--- src/rtl/seg_lfsr_monitor.sv ---
// Decodes a two-digit active-low 7-segment display back to a byte and checks LFSR stepping.
// Optional saturating error counter built only when SEG_LFSR_MON_ERRCNT_EN is defined.
module seg_lfsr_monitor #(
    parameter int          STABLE_CYCLES = 4,
    parameter logic [7:0]  SEED          = 8'h01,
    parameter int          CNT_W         = 8
) (
    input  logic             clk,
    input  logic             rst,
    input  logic [13:0]      seg_in,
    output logic [7:0]       value,
    output logic             valid,
    output logic             bad_pattern,
    output logic             lfsr_err,
    output logic [CNT_W-1:0] err_cnt
);

    localparam int SW = $clog2(STABLE_CYCLES + 1);
    localparam logic [SW-1:0] SAT = SW'(STABLE_CYCLES);
    localparam logic [SW-1:0] PRE = SW'(STABLE_CYCLES - 1);

    localparam logic WAIT_FIRST = 1'b0;
    localparam logic TRACK      = 1'b1;

    function automatic logic [6:0] glyph(input logic [3:0] n);
        logic [6:0] g;
        case (n)
            4'h0: g = 7'h01;
            4'h1: g = 7'h4F;
            4'h2: g = 7'h12;
            4'h3: g = 7'h06;
            4'h4: g = 7'h4C;
            4'h5: g = 7'h24;
            4'h6: g = 7'h20;
            4'h7: g = 7'h0F;
            4'h8: g = 7'h00;
            4'h9: g = 7'h04;
            4'hA: g = 7'h08;
            4'hB: g = 7'h60;
            4'hC: g = 7'h31;
            4'hD: g = 7'h42;
            4'hE: g = 7'h30;
            default: g = 7'h38;
        endcase
        return g;
    endfunction

    // Returns {legal, nibble}; nibble is don't-care when illegal.
    function automatic logic [4:0] decode(input logic [6:0] p);
        logic [4:0] d;
        case (p)
            7'h01: d = 5'h10;
            7'h4F: d = 5'h11;
            7'h12: d = 5'h12;
            7'h06: d = 5'h13;
            7'h4C: d = 5'h14;
            7'h24: d = 5'h15;
            7'h20: d = 5'h16;
            7'h0F: d = 5'h17;
            7'h00: d = 5'h18;
            7'h04: d = 5'h19;
            7'h08: d = 5'h1A;
            7'h60: d = 5'h1B;
            7'h31: d = 5'h1C;
            7'h42: d = 5'h1D;
            7'h30: d = 5'h1E;
            7'h38: d = 5'h1F;
            default: d = 5'h00;
        endcase
        return d;
    endfunction

    function automatic logic [7:0] lfsr_next(input logic [7:0] x);
        return {x[4] ^ x[3] ^ x[2] ^ x[0], x[7:1]};
    endfunction

    localparam logic [13:0] SEED_SEG = {glyph(SEED[7:4]), glyph(SEED[3:0])};

    logic [13:0]   s1;
    logic [13:0]   s1_prev;
    logic [SW-1:0] stab_cnt;
    logic [7:0]    exp_val;
    logic          state;

    logic [4:0] dec_hi;
    logic [4:0] dec_lo;
    logic       legal;
    logic       same;
    logic [7:0] decoded;
    logic [7:0] cmp_val;
    logic       accept;

    always_comb begin
        dec_hi  = decode(s1[13:7]);
        dec_lo  = decode(s1[6:0]);
        legal   = dec_hi[4] & dec_lo[4];
        same    = (s1 == s1_prev);
        decoded = {dec_hi[3:0], dec_lo[3:0]};
        // The seed glyphs are implicitly accepted at reset, so the first
        // real accept must be the seed's successor.
        cmp_val = (state == WAIT_FIRST) ? lfsr_next(SEED) : exp_val;
        accept  = legal && same && (stab_cnt == PRE) && (decoded != value);
    end

    always_ff @(posedge clk) begin
        if (rst) begin
            s1          <= SEED_SEG;
            s1_prev     <= SEED_SEG;
            stab_cnt    <= '0;
            bad_pattern <= 1'b0;
            value       <= SEED;
            valid       <= 1'b0;
            lfsr_err    <= 1'b0;
            exp_val     <= SEED;
            state       <= WAIT_FIRST;
        end else begin
            s1          <= seg_in;
            s1_prev     <= s1;
            bad_pattern <= ~legal;
            valid       <= accept;
            lfsr_err    <= accept && (decoded != cmp_val);
            if (!same || !legal)
                stab_cnt <= '0;
            else if (stab_cnt != SAT)
                stab_cnt <= stab_cnt + SW'(1);
            if (accept) begin
                value   <= decoded;
                exp_val <= lfsr_next(decoded);
                state   <= TRACK;
            end
        end
    end

`ifdef SEG_LFSR_MON_ERRCNT_EN
    logic bad_d;
    logic cnt_inc;

    assign cnt_inc = lfsr_err | (bad_pattern & ~bad_d);

    always_ff @(posedge clk) begin
        if (rst) begin
            bad_d   <= 1'b0;
            err_cnt <= '0;
        end else begin
            bad_d <= bad_pattern;
            if (cnt_inc && err_cnt != {CNT_W{1'b1}})
                err_cnt <= err_cnt + CNT_W'(1);
        end
    end
`else
    assign err_cnt = '0;
`endif

endmodule
--- config.mk ---
export PLATFORM = sky130hd
export DESIGN_NAME = seg_lfsr_monitor
export DESIGN_NICKNAME = d
export VERILOG_FILES = /design/src/rtl/seg_lfsr_monitor.sv
export SDC_FILE = /design/constraint.sdc
export NUM_CORES = 1
export LEC_CHECK = 0
export CAP_MARGIN = 20
export CORE_MARGIN = 4
export CORE_UTILIZATION = 40
export CTS_BUF_LIST = sky130_fd_sc_hd__clkbuf_4
export DETAILED_ROUTE_END_ITERATION = 16
export GPL_TIMING_DRIVEN = 1
export PLACE_DENSITY = 0.67
export SETUP_SLACK_MARGIN = 0.3
export SYNTH_ARGS = -nofsm -noshare
export SYNTH_HDL_FRONTEND = slang
export SYNTH_SLANG_ARGS = --single-unit
--- constraint.sdc ---
create_clock -name clk -period 2.3 [get_ports clk]
set_input_delay 0.575 -clock clk [delete_from_list [all_inputs] [get_ports clk]]
set_output_delay 0.575 -clock clk [all_outputs]
set_load 0.005 [all_outputs]
# Word-level counts from Yosys, hierarchy flattened
# Index checks and enable logic that the tools add are counted.
[op_classes] n_addsub=1 eq_ne=35 mux=3 bitwise_logic=5 reduce_logical=10
[ops] op="one-hot mux 5 bit (16 select lines)" count=2
[ops] op="equality test 7 x 6 -> 1 bit, second input constant" count=10
[ops] op="equality test 7 bit, second input constant" count=8
[ops] op="equality test 7 x 3 -> 1 bit, second input constant" count=4
[ops] op="equality test 7 x 4 -> 1 bit, second input constant" count=4
[ops] op="inequality test 8 bit" count=2
[ops] op="equality test 14 bit" count=1
[ops] op="equality test 7 x 1 -> 1 bit, second input constant" count=2
[ops] op="equality test 7 x 5 -> 1 bit, second input constant" count=2
[ops] op="logical NOT 7 bit" count=2
[ops] op="2-to-1 mux 8 bit" count=1
[ops] op="logical AND 1 bit" count=4
[ops] op="adder 3 x 1 -> 3 bit, second input constant" count=1
[ops] op="equality test 3 x 2 -> 1 bit, second input constant" count=1
[ops] op="inequality test 3 bit, second input constant" count=1
[ops] op="bitwise XOR 1 bit" count=3
[ops] op="logical NOT 1 bit" count=2
[ops] op="OR reduction 2 bit" count=1
[ops] op="AND 1 bit" count=1
[ops] op="logical OR 1 bit" count=1
[ops] op="NOT 1 bit" count=1
[word_totals] ff_bits=51 input_bits=16 output_inout_bits=19 wordCells=63

# Logic depth before layout (Yosys ltp)
[logic_depth] word_depth=7 depth_mapped=9

# Worst setup path before layout
# Ideal clock, no wire load.
[synth_timing] path_kind="reg2reg" startpoint="register s1[4]" endpoint="register exp_val[7]" t_arrival_ns=2.320 t_required_ns=2.179 setup_slack_ns=-0.141 stages_incl_launch_ff=10 n_path_buf=2 cell_sequence="dfxtp_1 > buf_2 > or4b_2 > o21ai_0 > a21boi_1 > nand2_1 > xor2_1 > o41a_1 > buf_6 > mux2_4"
[synth_via] elab_chain_cells=6 word_cells_on_any_way=26 classes_between="17 x eq/ne; 1 x mux; 4 x bitwise; 4 x reduce/logical"
[synth_rtl] item="start: declaration" line="79" source="logic [13:0] s1;"
[synth_rtl] item="start signal: assignment" line="117" source="s1 <= seg_in;"
[synth_rtl] item="equality test 7 x 6 -> 1 bit, or another cell as far along" line="51" source="case (p)"
[synth_rtl] item="one-hot mux 5 bit (16 select lines)" line="51"
[synth_rtl] item="AND 1 bit" line="96" source="legal = dec_hi[4] & dec_lo[4];"
[synth_rtl] item="logical AND 1 bit (3 in a row)" line="102" source="accept = legal && same && (stab_cnt == PRE) && (decoded != value);"
[synth_rtl] item="end signal: assignment" line="128" source="exp_val <= lfsr_next(decoded);"
[synth_rtl] item="end: declaration" line="82" source="logic [7:0] exp_val;"
# Several ways; a longest one is shown, not always the timed one.
# A chain may end at the register's enable or synchronous reset.

# Final worst setup path
[layout_timing] startpoint="register s1[10]" endpoint="register exp_val[7]"
# Same word-level chain as after synthesis.

==> impl_metrics.env <==
export IMPL_status="complete, but fails checks"
export IMPL_violations="negative setup slack"
export IMPL_clockBufferDepth=2
export IMPL_first_pass_iters=4
export IMPL_antenna_cells=0
export IMPL_p_switching_uw=455
export IMPL_skew_ps=12.0
export IMPL_critPathBufInv=2
export IMPL_synth_top_cells_by_count="45 x dfxtp_1, 22 x xnor2_1, 19 x nor2b_1"
export IMPL_ctsHtreeMaxLevel=2
export IMPL_period_needed_ps=2460
export IMPL_die_w_um=93.4
export IMPL_netlist_instances=334
export IMPL_cts_tree="done"
export IMPL_synth_top_area_cell="dfxtp_1"
export IMPL_synthFlopType="dfxtp_1"
export IMPL_grt_max_degree=54
export IMPL_regArea_um2=932
export IMPL_insertion_delay_ps=370
export IMPL_worst_slack_ps=-163
export IMPL_slowest_stage="o41a_1"
export IMPL_tns_ps=-1570
export IMPL_detail_route_antenna_nets=0
export IMPL_ys_top_cells_by_area="dfxtp_1 31%, xnor2_1 6.6%, buf_4 4.6%"
export IMPL_fmaxAchievable_mhz=406
export IMPL_yosysMostFrequentCell="dfxtp_1"
export IMPL_clkTransAtPathRegs_ps=140
export IMPL_fin_crit_sh=1.07
export IMPL_synth_compound_area_frac=0.147
export IMPL_dr_first_iter_drc_count=58
export IMPL_drc=0
export IMPL_seqPwrFrac=0.466
export IMPL_wl_per_cell_um=13.6
export IMPL_critPathMaxStageDelay_ps=470
export IMPL_critical_path_top_delay_family="compound AO/OA/AOI/OAI gates"
export IMPL_track_usage=0.171
export IMPL_clock_sinks=45
export IMPL_synth_fa_ha_area_frac=0.0129
export IMPL_synthArstFlopShare=0
export IMPL_start_util=0.420
export IMPL_holdPathEnd="stab_cnt[1]"
export IMPL_multiInputGateArea_um2=1920
export IMPL_wl_um=7100
export IMPL_r2r_cells=9
export IMPL_dp_hpwl_um=5400
export IMPL_hp_class="flip-flop to flip-flop"
export IMPL_fill_cells=610
export IMPL_crit_top_cell="buf_4"
export IMPL_viasPerCell=5.15
export IMPL_final_hold_viol_count=0
export IMPL_ys_seq_elements=45
export IMPL_core_um2=6940
export IMPL_synthMuxAreaShare=0.0412
export IMPL_synthDistinctLibCells=68
export IMPL_rsz0062_at_grt="true"
export IMPL_p_leak_uw=0.00161
export IMPL_dieArea_um2=8720
export IMPL_worstPathRequired_ps=2570
export IMPL_dieHeight_um=93.4
export IMPL_grt_first_pass_wirelength_um=12100
export IMPL_vias=2685
export IMPL_startpoint_type="flip-flop"
export IMPL_syn_area_per_cell_um2=8.73
export IMPL_cts_made_buffers=5
export IMPL_worstPathCellList="buf_4, nor4b_2, o31ai_2, nand3_2, xnor2_2, nand3_1, o41a_1, buf_4, mux2_4"
export IMPL_worst_pin_slew_ps=561
export IMPL_hp_start="stab_cnt[1]"
export IMPL_crit_cells=9
export IMPL_drive_gt1_frac=0.381
export IMPL_gp_congestion=0.851
export IMPL_areaGrowthSynthToFinish_pct=37.8
export IMPL_clkPwrFrac=0.343
export IMPL_worstPathArrival_ps=2740
export IMPL_port_buffers=26
export IMPL_grt_overflow_total=0
export IMPL_antenna_found_initial=0
export IMPL_slew_headroom=0.621
export IMPL_grt_pass1_vias=2637
export IMPL_yosys_warnings=0
export IMPL_worstPathMaxFanout=8
export IMPL_critPathKind="flip-flop to flip-flop"
export IMPL_synth_area_um2=2920
export IMPL_root_buffer="clkbuf_4"
export IMPL_comb_power_share=0.191
export IMPL_io_pins=35
export IMPL_slew_viol_final=0
export IMPL_finish_utilization=0.579
export IMPL_critPathCaptureType="flip-flop"
export IMPL_synth_xor_area_frac=0.0781
export IMPL_synthSimpleGateAreaFrac=0.324
export IMPL_whs_ps=503
export IMPL_sw_frac_of_total=0.253
export IMPL_nets=443
export IMPL_r2r_slack_ps=-160
export IMPL_rows=30
export IMPL_dp_worst_setup_slack_ps=-243
export IMPL_netlist_area_leader_share=0.309
export IMPL_reg2reg_to="exp_val[7]"
export IMPL_yosysSeqAreaShare=0.309
export IMPL_cap_violations=0
export IMPL_max_vdd_ir_drop_mv=0.286
export IMPL_timing_rr_start="s1[10]"
export IMPL_hold_depth=2
export IMPL_p_int_uw=1340
export IMPL_p_per_area_nw_per_um2=447
export IMPL_synth_top_family_by_area="simple AND/OR/NAND/NOR gates"
export IMPL_synth_edf_count=0
export IMPL_setup_viol=13
==> layout by cell type, fill, tap and decap left out, drive strengths merged, types with 6 or more instances in the layout <==
cell and instances:
clkdlybuf4s50 26, a21oi 10, conb 8, nand3 16, xnor2 22, nand2b 11
nor2 16, dfxtp 45, nand2 17, o21ai 7, mux2i 6, or2 14
nor2b 19, inv 9, buf 84, nor3 14
==> power by group through the flow <==
stage               logic [uW]  registers (uW)  clock network (uW)
global placement           308             854                   0
global route               375             842                 670
detailed placement         314             856                   0
floorplan                  205             837                   0
CTS                        330             838                 636
finish                     343             837                 616
==> tightest hold or removal path, delay by kind of cell (launching register included) <==
| kind | cells | cell delay, ps |
|---|---|---|
| AOI/OAI and AO/OA | 1 | 50 |
| and+or+nand+nor | 1 | 70 |
| DFF | 1 | 350 |
==> cells by family after synthesis <==
logic type	count (synthesis)
other	1
buffers and inverters	42
xor gates and xnor gates	26
muxes	10
and+or+nand+nor	152
AOI/OAI and AO/OA	55
adders and majority gates	3
DFF	45
==> state kept, by name, summed over array words and instances, names as in the netlist <==
| signal | count |
|---|---|
| state | 1 |
| value | 7 |
| exp_val | 3 |
| s1 | 14 |
| s1_prev | 14 |
| lfsr_err | 1 |
| bad_pattern | 1 |
| stab_cnt | 3 |
| valid | 1 |
==> per-layer routing <==
layer,vias up,GRT usage,wire length [um]
li1,1352,-,-
met3,8,0.0298,244
met1,1280,0.209,3150
met2,45,0.301,3580
met4,0,0.0549,120
met5,-,0,0
==> metrics by stage <==
stage | cells | area [um^2] | power [uW]
3_3_place_gp | 505 | 3730 | 1160
6_report | 521 | 4020 | 1800
3_5_place_dp | 505 | 3730 | 1170
2_1_floorplan | 341 | 3000 | 1040
4_1_cts | 519 | 3950 | 1800
5_1_grt | 521 | 4020 | 1890
==> worst max path at each step <==
stage / startpoint / to / slack [ps]
final: s1[10] / exp_val[7] / -160
after detailed placement: s1[2] / value[2] / -240
after floorplan: s1[3] / exp_val[7] / -10
after CTS: s1[2] / exp_val[7] / -170
after global routing: s1[13] / value[4] / -270
after global placement: s1[2] / value[1] / -220
==> timing repair <==
item | 4_1_cts | 5_1_grt
hold buffers | 0 | 0
gates resized for setup | 23 | 19
hold endpoints to repair | 0 | 0
buffers inserted | 6 | 2
pin swaps | 3 | 2
setup endpoints to repair | 18 | 22
==> final cells by class <==
class / instances / share of cell area
clock inverter: 3 / 0.0171
inverter: 8 / 0.00747
tap: 96 / 0.0299
timing repair buffer: 110 / 0.228
multi-input combinational: 254 / 0.477
clock buffer: 5 / 0.00934
sequential: 45 / 0.232
No activity file was read; power rests on OpenSTA's default activity.
